==> src/rtl/sr_latch_seq.sv <==
// sr_latch_seq: shares one set/reset drive path across a bank of N SR NOR latches.
// One command at a time: drive S or R of a single latch for PULSE_W cycles, then
// hold every drive low for GUARD_W cycles and report whether the latch followed.
// The drives only ever carry a one-hot copy of the latched target, so S=R=1 can
// never reach any latch.
module sr_latch_seq #(
    parameter int N       = 4,
    parameter int PULSE_W = 2,
    parameter int GUARD_W = 1,
    parameter int IW      = $clog2(N)
) (
    input  logic          clk,
    input  logic          rst_n,
    input  logic          cmd_valid,
    output logic          cmd_ready,
    input  logic          cmd_op,
    input  logic [IW-1:0] cmd_idx,
    input  logic [N-1:0]  q_fb,
    output logic [N-1:0]  s_out,
    output logic [N-1:0]  r_out,
    output logic          busy,
    output logic          done,
    output logic          err
);

    // One shared down-counter times both the pulse and the guard interval.
    localparam int CNT_MAX = (PULSE_W > GUARD_W) ? PULSE_W : GUARD_W;
    localparam int CW      = (CNT_MAX > 1) ? $clog2(CNT_MAX) : 1;

    localparam logic [CW-1:0] PULSE_LOAD = CW'(PULSE_W - 1);
    localparam logic [CW-1:0] GUARD_LOAD = CW'(GUARD_W - 1);

    // Indices at or above N exist only when N is not a power of two.
    localparam logic [IW:0] IDX_LIMIT = (IW + 1)'(N);

    typedef enum logic [1:0] {
        IDLE  = 2'd0,
        PULSE = 2'd1,
        GUARD = 2'd2
    } state_t;

    state_t        state;
    logic [CW-1:0] cnt;
    logic          op_r;
    logic [N-1:0]  sel_r;
    logic [N-1:0]  cmd_sel;
    logic          idx_ok;
    logic          fb_bit;

    // Decode a latch index into a one-hot select; out-of-range indices give zero.
    function automatic logic [N-1:0] onehot(input logic [IW-1:0] idx);
        logic [N-1:0] v;
        v = '0;
        for (int i = 0; i < N; i++) begin
            if (idx == IW'(i)) begin
                v[i] = 1'b1;
            end
        end
        return v;
    endfunction

    assign cmd_sel   = onehot(cmd_idx);
    assign idx_ok    = ({1'b0, cmd_idx} < IDX_LIMIT);
    assign cmd_ready = (state == IDLE);
    assign busy      = (state != IDLE);

    // Feedback of the commanded latch, picked with the stored one-hot select.
    assign fb_bit = |(q_fb & sel_r);

    // Capture the accepted command; only meaningful while a command is in flight.
    always_ff @(posedge clk) begin
        if (state == IDLE && cmd_valid && idx_ok) begin
            op_r  <= cmd_op;
            sel_r <= cmd_sel;
        end
    end

    // Sequencer FSM: accept, drive pulse, guard interval, completion report.
    always_ff @(posedge clk or negedge rst_n) begin
        if (!rst_n) begin
            state <= IDLE;
            cnt   <= '0;
            s_out <= '0;
            r_out <= '0;
            done  <= 1'b0;
            err   <= 1'b0;
        end else begin
            done <= 1'b0;
            err  <= 1'b0;
            unique case (state)
                IDLE: begin
                    if (cmd_valid) begin
                        if (idx_ok) begin
                            state <= PULSE;
                            cnt   <= PULSE_LOAD;
                            s_out <= cmd_op ? cmd_sel : '0;
                            r_out <= cmd_op ? '0 : cmd_sel;
                        end else begin
                            // Bad index: nothing is driven, report failure at once.
                            done <= 1'b1;
                            err  <= 1'b1;
                        end
                    end
                end
                PULSE: begin
                    if (cnt == '0) begin
                        state <= GUARD;
                        cnt   <= GUARD_LOAD;
                        s_out <= '0;
                        r_out <= '0;
                        done  <= 1'b1;
                        err   <= (fb_bit != op_r);
                    end else begin
                        cnt <= cnt - CW'(1);
                    end
                end
                GUARD: begin
                    if (cnt == '0) begin
                        state <= IDLE;
                    end else begin
                        cnt <= cnt - CW'(1);
                    end
                end
                default: begin
                    state <= IDLE;
                    cnt   <= '0;
                    s_out <= '0;
                    r_out <= '0;
                end
            endcase
        end
    end

endmodule

==> config.mk <==
export PLATFORM = sky130hd
export DESIGN_NAME = sr_latch_seq
export DESIGN_NICKNAME = d
export VERILOG_FILES = /design/src/rtl/sr_latch_seq.sv
export SDC_FILE = /design/constraint.sdc
export NUM_CORES = 1
export LEC_CHECK = 0
export CAP_MARGIN = 20
export CORE_UTILIZATION = 48
export CTS_BUF_LIST = sky130_fd_sc_hd__clkbuf_4
export CTS_CLUSTER_SIZE = 25
export DETAILED_ROUTE_END_ITERATION = 6
export MAX_ROUTING_LAYER = met4
export PLACE_DENSITY_LB_ADDON = 0.08
export SYNTH_ARGS = -nofsm -noshare
export SYNTH_HDL_FRONTEND = slang
export SYNTH_SLANG_ARGS = --single-unit
==> constraint.sdc <==
create_clock -name clk -period 1.7 [get_ports clk]
set_input_delay 0.34 -clock clk [delete_from_list [all_inputs] [get_ports clk]]
set_output_delay 0.34 -clock clk [all_outputs]
set_load 0.02 [all_outputs]
# [After elaboration in Yosys (flattened, before gate mapping)]
# Cells that the tools add are included.
[word_totals] register_bits=18 in_bits=10 out_inout_bits=12 wordCells=50
[op_classes] n_addsub=1 n_eq_ne=9 mux=22 n_bitwise=2 reduce_logical=8
[ops] operator="$pmux 4 s3" n=2
[ops] operator="$mux 4" n=5
[ops] operator="$mux 1" n=10
[ops] operator="$eq 2x2->1 const B" n=3
[ops] operator="$mux 2" n=3
[ops] operator="$ne 2x2->1 const B" n=3
[ops] operator="$pmux 2 s3" n=1
[ops] operator="$reduce_and 3->1" n=2
[ops] operator="$and 4x4->4" n=1
[ops] operator="$eq 2x1->1 const B" n=2
[ops] operator="$logic_not 2->1" n=2
[ops] operator="$reduce_or 4->1" n=1
[ops] operator="$pmux 1 s2" n=1
[ops] operator="$reduce_bool 2->1" n=1
[ops] operator="$reduce_or 2->1" n=1
[ops] operator="$logic_and 1x1->1" n=1
[ops] operator="$ne 1x1->1" n=1
[ops] operator="$not 1->1" n=1
[ops] operator="$sub 1x1->1 const B" n=1

# [Logic depth before layout (Yosys ltp)]
# Gate-level depths: netlist of run 1.
[depth] ltp_word=5 depth_mapped=4 mapped_depth_nobuf=3

# [Worst setup path before layout of run 1]
# OpenSTA, ideal clock, no wires.
[synth_timing] kind="register -> register" from="reg state[0]" to="reg r_out[0]" setup_time_ns=0.125 t_arrival_ns=1.344 required_ns=1.575 path_slack_ns=0.231 stages_incl_launch_ff=5 path_buffers=1 synth_period_minus_slack_ns=1.469 path_cell_list="dfrtp_1 -> nor2_2 -> a22o_1 -> buf_6 -> mux2_4"
[synth_via] elab_chain_cells=3 elab_cells_between_ends=8 cone_classes="eq/ne (4); mux (1); bitwise (1); reduce/logical (2)"
[synth_lines] element="start, declared" line="42" source="state_t state;"
[synth_lines] element="start signal, assigned" line="81" source="state <= IDLE;"
[synth_lines] element="start signal, assigned" line="94" source="state <= PULSE;"
[synth_lines] element="start signal, assigned" line="107" source="state <= GUARD;"
[synth_lines] element="$logic_not 2->1 (*)"
[synth_lines] element="net cmd_ready" line="15" source="output logic cmd_ready,"
[synth_lines] element="$ne 2x2->1 (no source line)"
[synth_lines] element="$reduce_and 3->1 (no source line)"
[synth_lines] element="end signal, assigned" line="97" source="r_out <= cmd_op ? '0 : cmd_sel;"
[synth_lines] element="end, declared" line="20" source="output logic [N-1:0] r_out,"
# Mark *: on every way through the listed nets, which the timed path passes. The rest lies on a longest branch.
# A chain may end at the register's enable or synchronous reset.

# [Worst setup path after layout of run 1]
[layout_timing] from="reg s_out[2]" to="out s_out[2]"
[layout_rtl] element="start, declared" line="19" source="output logic [N-1:0] s_out,"
[layout_rtl] element="start signal, assigned" line="96" source="s_out <= cmd_op ? cmd_sel : '0;"
# No word-level cell between the ends.

==> out/metrics.cfg, run 1 <==
[placement]
place_congestion=0.767
port_buffers=21
hpwl_mm=1.00
place_area_um2=1040
placed_cells=100

[sta]
post-route-period-util_pct=95.6
setup_viol=0
fmax_ghz=0.616
setup_tns_ns=0
max_slew_margin_pct=66.6
rsz0062_at_grt=false
hold_violations=0
tightestPinTransition_ns=0.500
clock-skew-final_ns=0.00805
period_minus_slack_ns=1.62
slew_violations=0

[cts]
cts_tree=yes
cts_sinks=18
clkLatencyLatePin_ns=0.30
post-cts-setup-buffer-count=0
cts_made_buffers=3
cts_buffer_depth=2
cts.clk_slew.worst_paths_ns=0.10
root_buffer=clkbuf_4
holdBufCountCts=0
h-tree-depth=1

[synthesis]
synthDistinctLibCells=19
synth_top_area_cell=dfrtp_1
synth_area_um2=800
muxShareOfSynthArea_pct=16.3
synth_fa_ha_area_share_pct=0
avgSynthCellArea_um2=13.1
synth_top_family_by_area=multiplexers
ys_seq_elements=18
synthesis.nets=71
synth-simple-area-share_pct=16.1
netlist_top_cells_area=dfrtp_1 (41%), edfxtp_1 (19%), mux2_4 (15%)
synth_top_area_share_pct=40.7
synthXorXnorAreaFrac_pct=0
seq_area_frac_synth_pct=59.5
synth_compound_area_share_pct=4.85
synthCells=61
synth_warnings=0

[power]
p_sw_share_pct=35.6
internal_power_mw=1.05
net-switching-power_uw=580
p_per_area_nw_per_um2=1530
p_seq_share_pct=39.9
power_leakage_nw=0.513
peakVddDrop_mv=1.13
clkPwrFrac_pct=13.3
power.share.combinational_pct=46.8

[die]
dieArea_um2=1830
fp.dieH_um=42.8
num_rows=14
core_area_um2=1520
start_util_pct=52.5
top_level_ports=22
die_w_um=42.8

[drt]
postRouteAntennaNets=0
first_pass_iters=3
drc=0
wire_per_inst_um=13.8
vias=521
via_per_inst=5.01
drt-initial-drc-count=2
wirelength_mm=1.43

[finish]
stdcell_count=104
fin_area_um2=1070
drive_gt1_share_pct=19.3
n_fill_cell=119
syn_to_final_growth_pct=33.5
antennaDiodeCount=0
final_common_cell=clkdlybuf4s50_1
nNetsFinal=99
most-common-layout-cells=clkdlybuf4s50_1 (18), dfrtp_1 (13), nor2_1 (10), mux2_4 (8), edfxtp_1 (5)

[setup_path]
crit_buf_inv=1
worstSetupEndpointType=output port
path_cells=clkdlybuf4s50_1
worstPathRequired_ns=1.36
cpMaxStageDelayCell=clkdlybuf4s50_1
max_stage_delay_ns=0.61
worstPathMaxFanout=2
worstSetupPathType=reg -> out
cp_top_family=buffers and inverters
start_kind=flip-flop
worstPathArrival_ns=1.28

[run]
max_cap_violations=0

[global_route]
track_usage_pct=19.8
grt_first_pass_wirelength_mm=2.42
grt_max_degree=14
grt_pass1_vias=528
grt_overflow=0
antenna_found_initial=0

[hold_path]
holdCritPathClass=in -> async

[run_status]
status=completed

## final cells by class
type | instances | area [um2] | share of cell area [%]
clock buffer | 3 | 22.5 | 2.11
inverter | 4 | 15.0 | 1.41
tap | 16 | 20.0 | 1.88
clock inverter | 1 | 3.75 | 0.352
multi-input combinational | 38 | 298 | 27.9
sequential | 18 | 475 | 44.5
timing repair buffer | 24 | 233 | 21.8
## synth_stat cells
library cell,instances
o21bai_1,1
and2_2,1
nor2_1,10
dfrtp_1,13
mux2i_1,1
o21ai_0,1
or3b_1,1
nand2_1,2
a22o_1,3
nor2_2,1
mux2_4,8
edfxtp_1,5
or3_1,1
buf_6,1
inv_1,4
nor3b_2,1
nor3_1,3
nand2b_1,3
and3b_1,1
## through the flow
step | hold WS (ns) | power (mW) | util [%] | setup slack (ns)
after global placement | 0.497 | 1.43 | 68.3 | -0.0875
after CTS | 0.343 | 1.64 | 69.9 | 0.0427
final | 0.338 | 1.63 | 70.0 | 0.0756
after floorplan | 0.0444 | 1.15 | - | 0.231
after global routing | 0.371 | 1.73 | 70.0 | 0.0212
after detailed placement | 0.497 | 1.44 | 68.3 | -0.108
## logic make-up after synthesis
family / count (synthesis)
muxes: 9
AOI/OAI and AO/OA: 5
and+or+nand+nor: 24
buffers and inverters: 5
DFF: 18
## state kept, by name, indices dropped and copies added, names as in the netlist
register  flops
cnt           1
done          1
err           1
op_r          1
r_out         4
s_out         4
sel_r         4
state         2
## final timing paths
check	end	cells past startpoint	startpoint	slack, ns
setup / recovery	s_out[2]	1	s_out[2]	0.08
max in group asynchronous	s_out[1]	2	rst_n	1.20
hold reg to reg	r_out[0]	1	r_out[0]	0.52
hold / removal	s_out[3]	2	rst_n	0.34
setup reg to reg	r_out[2]	3	state[1]	0.18
min in group clk	r_out[0]	1	r_out[0]	0.52
## power by group through the flow
stage	combinational, mW	clock (mW)	sequential [mW]
floorplan	0.398	0	0.754
global placement	0.778	0	0.654
detailed placement	0.785	0	0.658
CTS	0.770	0.221	0.652
global route	0.816	0.244	0.666
finish	0.762	0.217	0.649
## what timing repair did
action,CTS,global route
setup endpoints to repair,2,1
gates resized for setup,2,1
gates cloned,0,0
## routing by layer
| metal | GRT usage (%) | vias up | part of all wire [%] |
|---|---|---|---|
| met2 | 27.6 | 15 | 44 |
| met5 | - | - | 0 |
| met3 | 3.83 | 4 | 5.1 |
| li1 | - | 261 | - |
| met4 | 15.0 | 0 | 3.2 |
| met1 | 25.4 | 241 | 48 |
No activity file was read; power rests on OpenSTA's default activity.
==> inputs of run 2 (changes only) <==
- SLEW_MARGIN: default -> 25
==> results of run 2 <==
Final layout, timing and power as in run 1 (identical DEF).
==> inputs of run 3 (changes only) <==
- SETUP_SLACK_MARGIN: default -> 0.3
- SKIP_CTS_REPAIR_TIMING: default -> 1
==> out/metrics.cfg, run 3 (synthesis gave the netlist of run 1 again) <==
[run_status]
status=completed  ; unchanged

[sta]
period_minus_slack_ns=1.49  ; was 1.62 ns
setup_viol=0  ; unchanged
tightestPinTransition_ns=0.256  ; was 0.500 ns
clock-skew-final_ns=0.00956  ; was 0.00805 ns
hold-worst-slack_ns=0.344  ; was 0.338 ns
setup_ws_ns=0.206  ; was 0.0756 ns
rsz0062_at_grt=true  ; was false
slew_violations=0  ; unchanged
fmax_ghz=0.670  ; was 0.616 GHz
max_slew_margin_pct=82.9  ; was 66.6%
hold_violations=0  ; unchanged
post-route-period-util_pct=87.9  ; was 95.6%

[cts]
cts_made_buffers=3  ; unchanged
h-tree-depth=1  ; unchanged
root_buffer=clkbuf_4  ; unchanged
cts.clk_slew.worst_paths_ns=0.11  ; was 0.10 ns
cts_tree=yes  ; unchanged
clkLatencyLatePin_ns=0.29  ; was 0.30 ns
cts_buffer_depth=2  ; unchanged
cts_sinks=18  ; unchanged

[power]
p_total_mw=1.76  ; was 1.63 mW
p_per_area_nw_per_um2=1530  ; about the same
power_leakage_nw=0.701  ; was 0.513 nW
peakVddDrop_mv=1.15  ; was 1.13 mV

[finish]
ff_latch_area_um2=477  ; was 475 um2
stdcell_count=107  ; was 104
top_regs=r_out x4, s_out x4, sel_r x4  ; unchanged
nNetsFinal=102  ; was 99
n_fill_cell=101  ; was 119
syn_to_final_growth_pct=44.0  ; was 33.5%
drive_gt1_share_pct=30.8  ; was 19.3%
final_common_cell=dfrtp_1  ; was clkdlybuf4s50_1
antennaDiodeCount=0  ; unchanged
most-common-layout-cells=dfrtp_1 (12), dlymetal6s2s_1 (11), nor2_1 (10), clkdlybuf4s50_1 (9), mux2_4 (8)  ; was clkdlybuf4s50_1 (18), dfrtp_1 (13), nor2_1 (10), mux2_4 (8), edfxtp_1 (5)
multiInputGateArea_um2=329  ; was 298 um2

[die]
fp.dieH_um=42.8  ; unchanged
top_level_ports=22  ; unchanged
num_rows=14  ; unchanged
core_area_um2=1520  ; unchanged
die_w_um=42.8  ; unchanged
start_util_pct=52.5  ; unchanged
dieArea_um2=1830  ; unchanged

[placement]
dp_slack_ns=-0.102  ; was -0.108 ns
port_buffers=21  ; unchanged
hpwl_mm=1.03  ; was 1.00 mm
place_congestion=0.770  ; was 0.767
placed_cells=99  ; was 100

[global_route]
grt_pass1_vias=522  ; was 528
grt_first_pass_wirelength_mm=2.35  ; was 2.42 mm
antenna_found_initial=0  ; unchanged
grt_overflow=0  ; unchanged
track_usage_pct=17.4  ; was 19.8%
grt_max_degree=14  ; unchanged

[drt]
vias=575  ; was 521
via_per_inst=5.37  ; was 5.01
drt-initial-drc-count=7  ; was 2
wirelength_mm=1.70  ; was 1.43 mm
postRouteAntennaNets=0  ; unchanged
drc=0  ; unchanged
wire_per_inst_um=15.9  ; was 13.8 um
first_pass_iters=4  ; was 3

[setup_path]
r2r_end=r_out[0]  ; was r_out[2]
worstSetupEndpointType=output port  ; unchanged
worstSetupPathType=reg -> out  ; unchanged
worstPathRequired_ns=1.36  ; about the same
ff2ff_path_depth=4  ; was 3
worstPathArrival_ns=1.15  ; was 1.28 ns
regToRegSetupSlack_ns=0.36  ; was 0.18 ns
timing.rr.start=state[1]  ; unchanged
start_kind=flip-flop  ; unchanged
worstPathMaxFanout=5  ; was 2

[hold_path]
holdCritPathClass=in -> async  ; unchanged

[run]
max_cap_violations=0  ; unchanged

==> run 3: worst max path at each step <==
stage	start	endpoint	slack [ns]	cells after the start
after floorplan	state[0]	r_out[0]	0.32	4
after global placement	cmd_valid	r_out[3]	-0.09	3
after detailed placement	cmd_valid	s_out[2]	-0.10	3
after CTS	state[1]	busy	-0.18	3
after global routing	state[1]	busy	0.16	3
final	state[1]	busy	0.21	3
==> run 3: metrics by stage <==
stage | util (%) | cell area [um2] | TNS (ns)
2_1_floorplan | - | 805 | 0
3_3_place_gp | 68.1 | 1040 | -0.687
3_5_place_dp | 68.1 | 1040 | -0.764
4_1_cts | 70.1 | 1070 | -0.341
5_1_grt | 75.5 | 1150 | 0
6_report | 75.5 | 1150 | 0
==> run 3: layer usage <==
metal	track usage (%)	vias up	share of wire, %
met3	3.40	2	6.5
met4	5.00	0	0.59
li1	-	270	-
met5	-	-	0
met1	22.9	277	44
met2	27.6	26	49
==> run 3: critical path, stage by stage, from the launching register on <==
cell and delay (ns):
dfrtp_2 0.46, nor2_4 0.13, inv_1 0.07, dlymetal6s2s_1 0.20
==> run 3: power by group <==
part           switching (mW)  total, mW  internal [mW]  leakage (nW)
clock                   0.131      0.239          0.107        0.0184
sequential             0.0864      0.666          0.580         0.221
combinational           0.410      0.858          0.447         0.462
==> run 3: final cells by class <==
class | count | share of cell area [%]
Sequential cell | 18 | 41.4
Multi-Input combinational cell | 38 | 28.6
Timing Repair Buffer | 27 | 24.3
Clock buffer | 4 | 2.61
Tap cell | 16 | 1.74
Inverter | 4 | 1.30
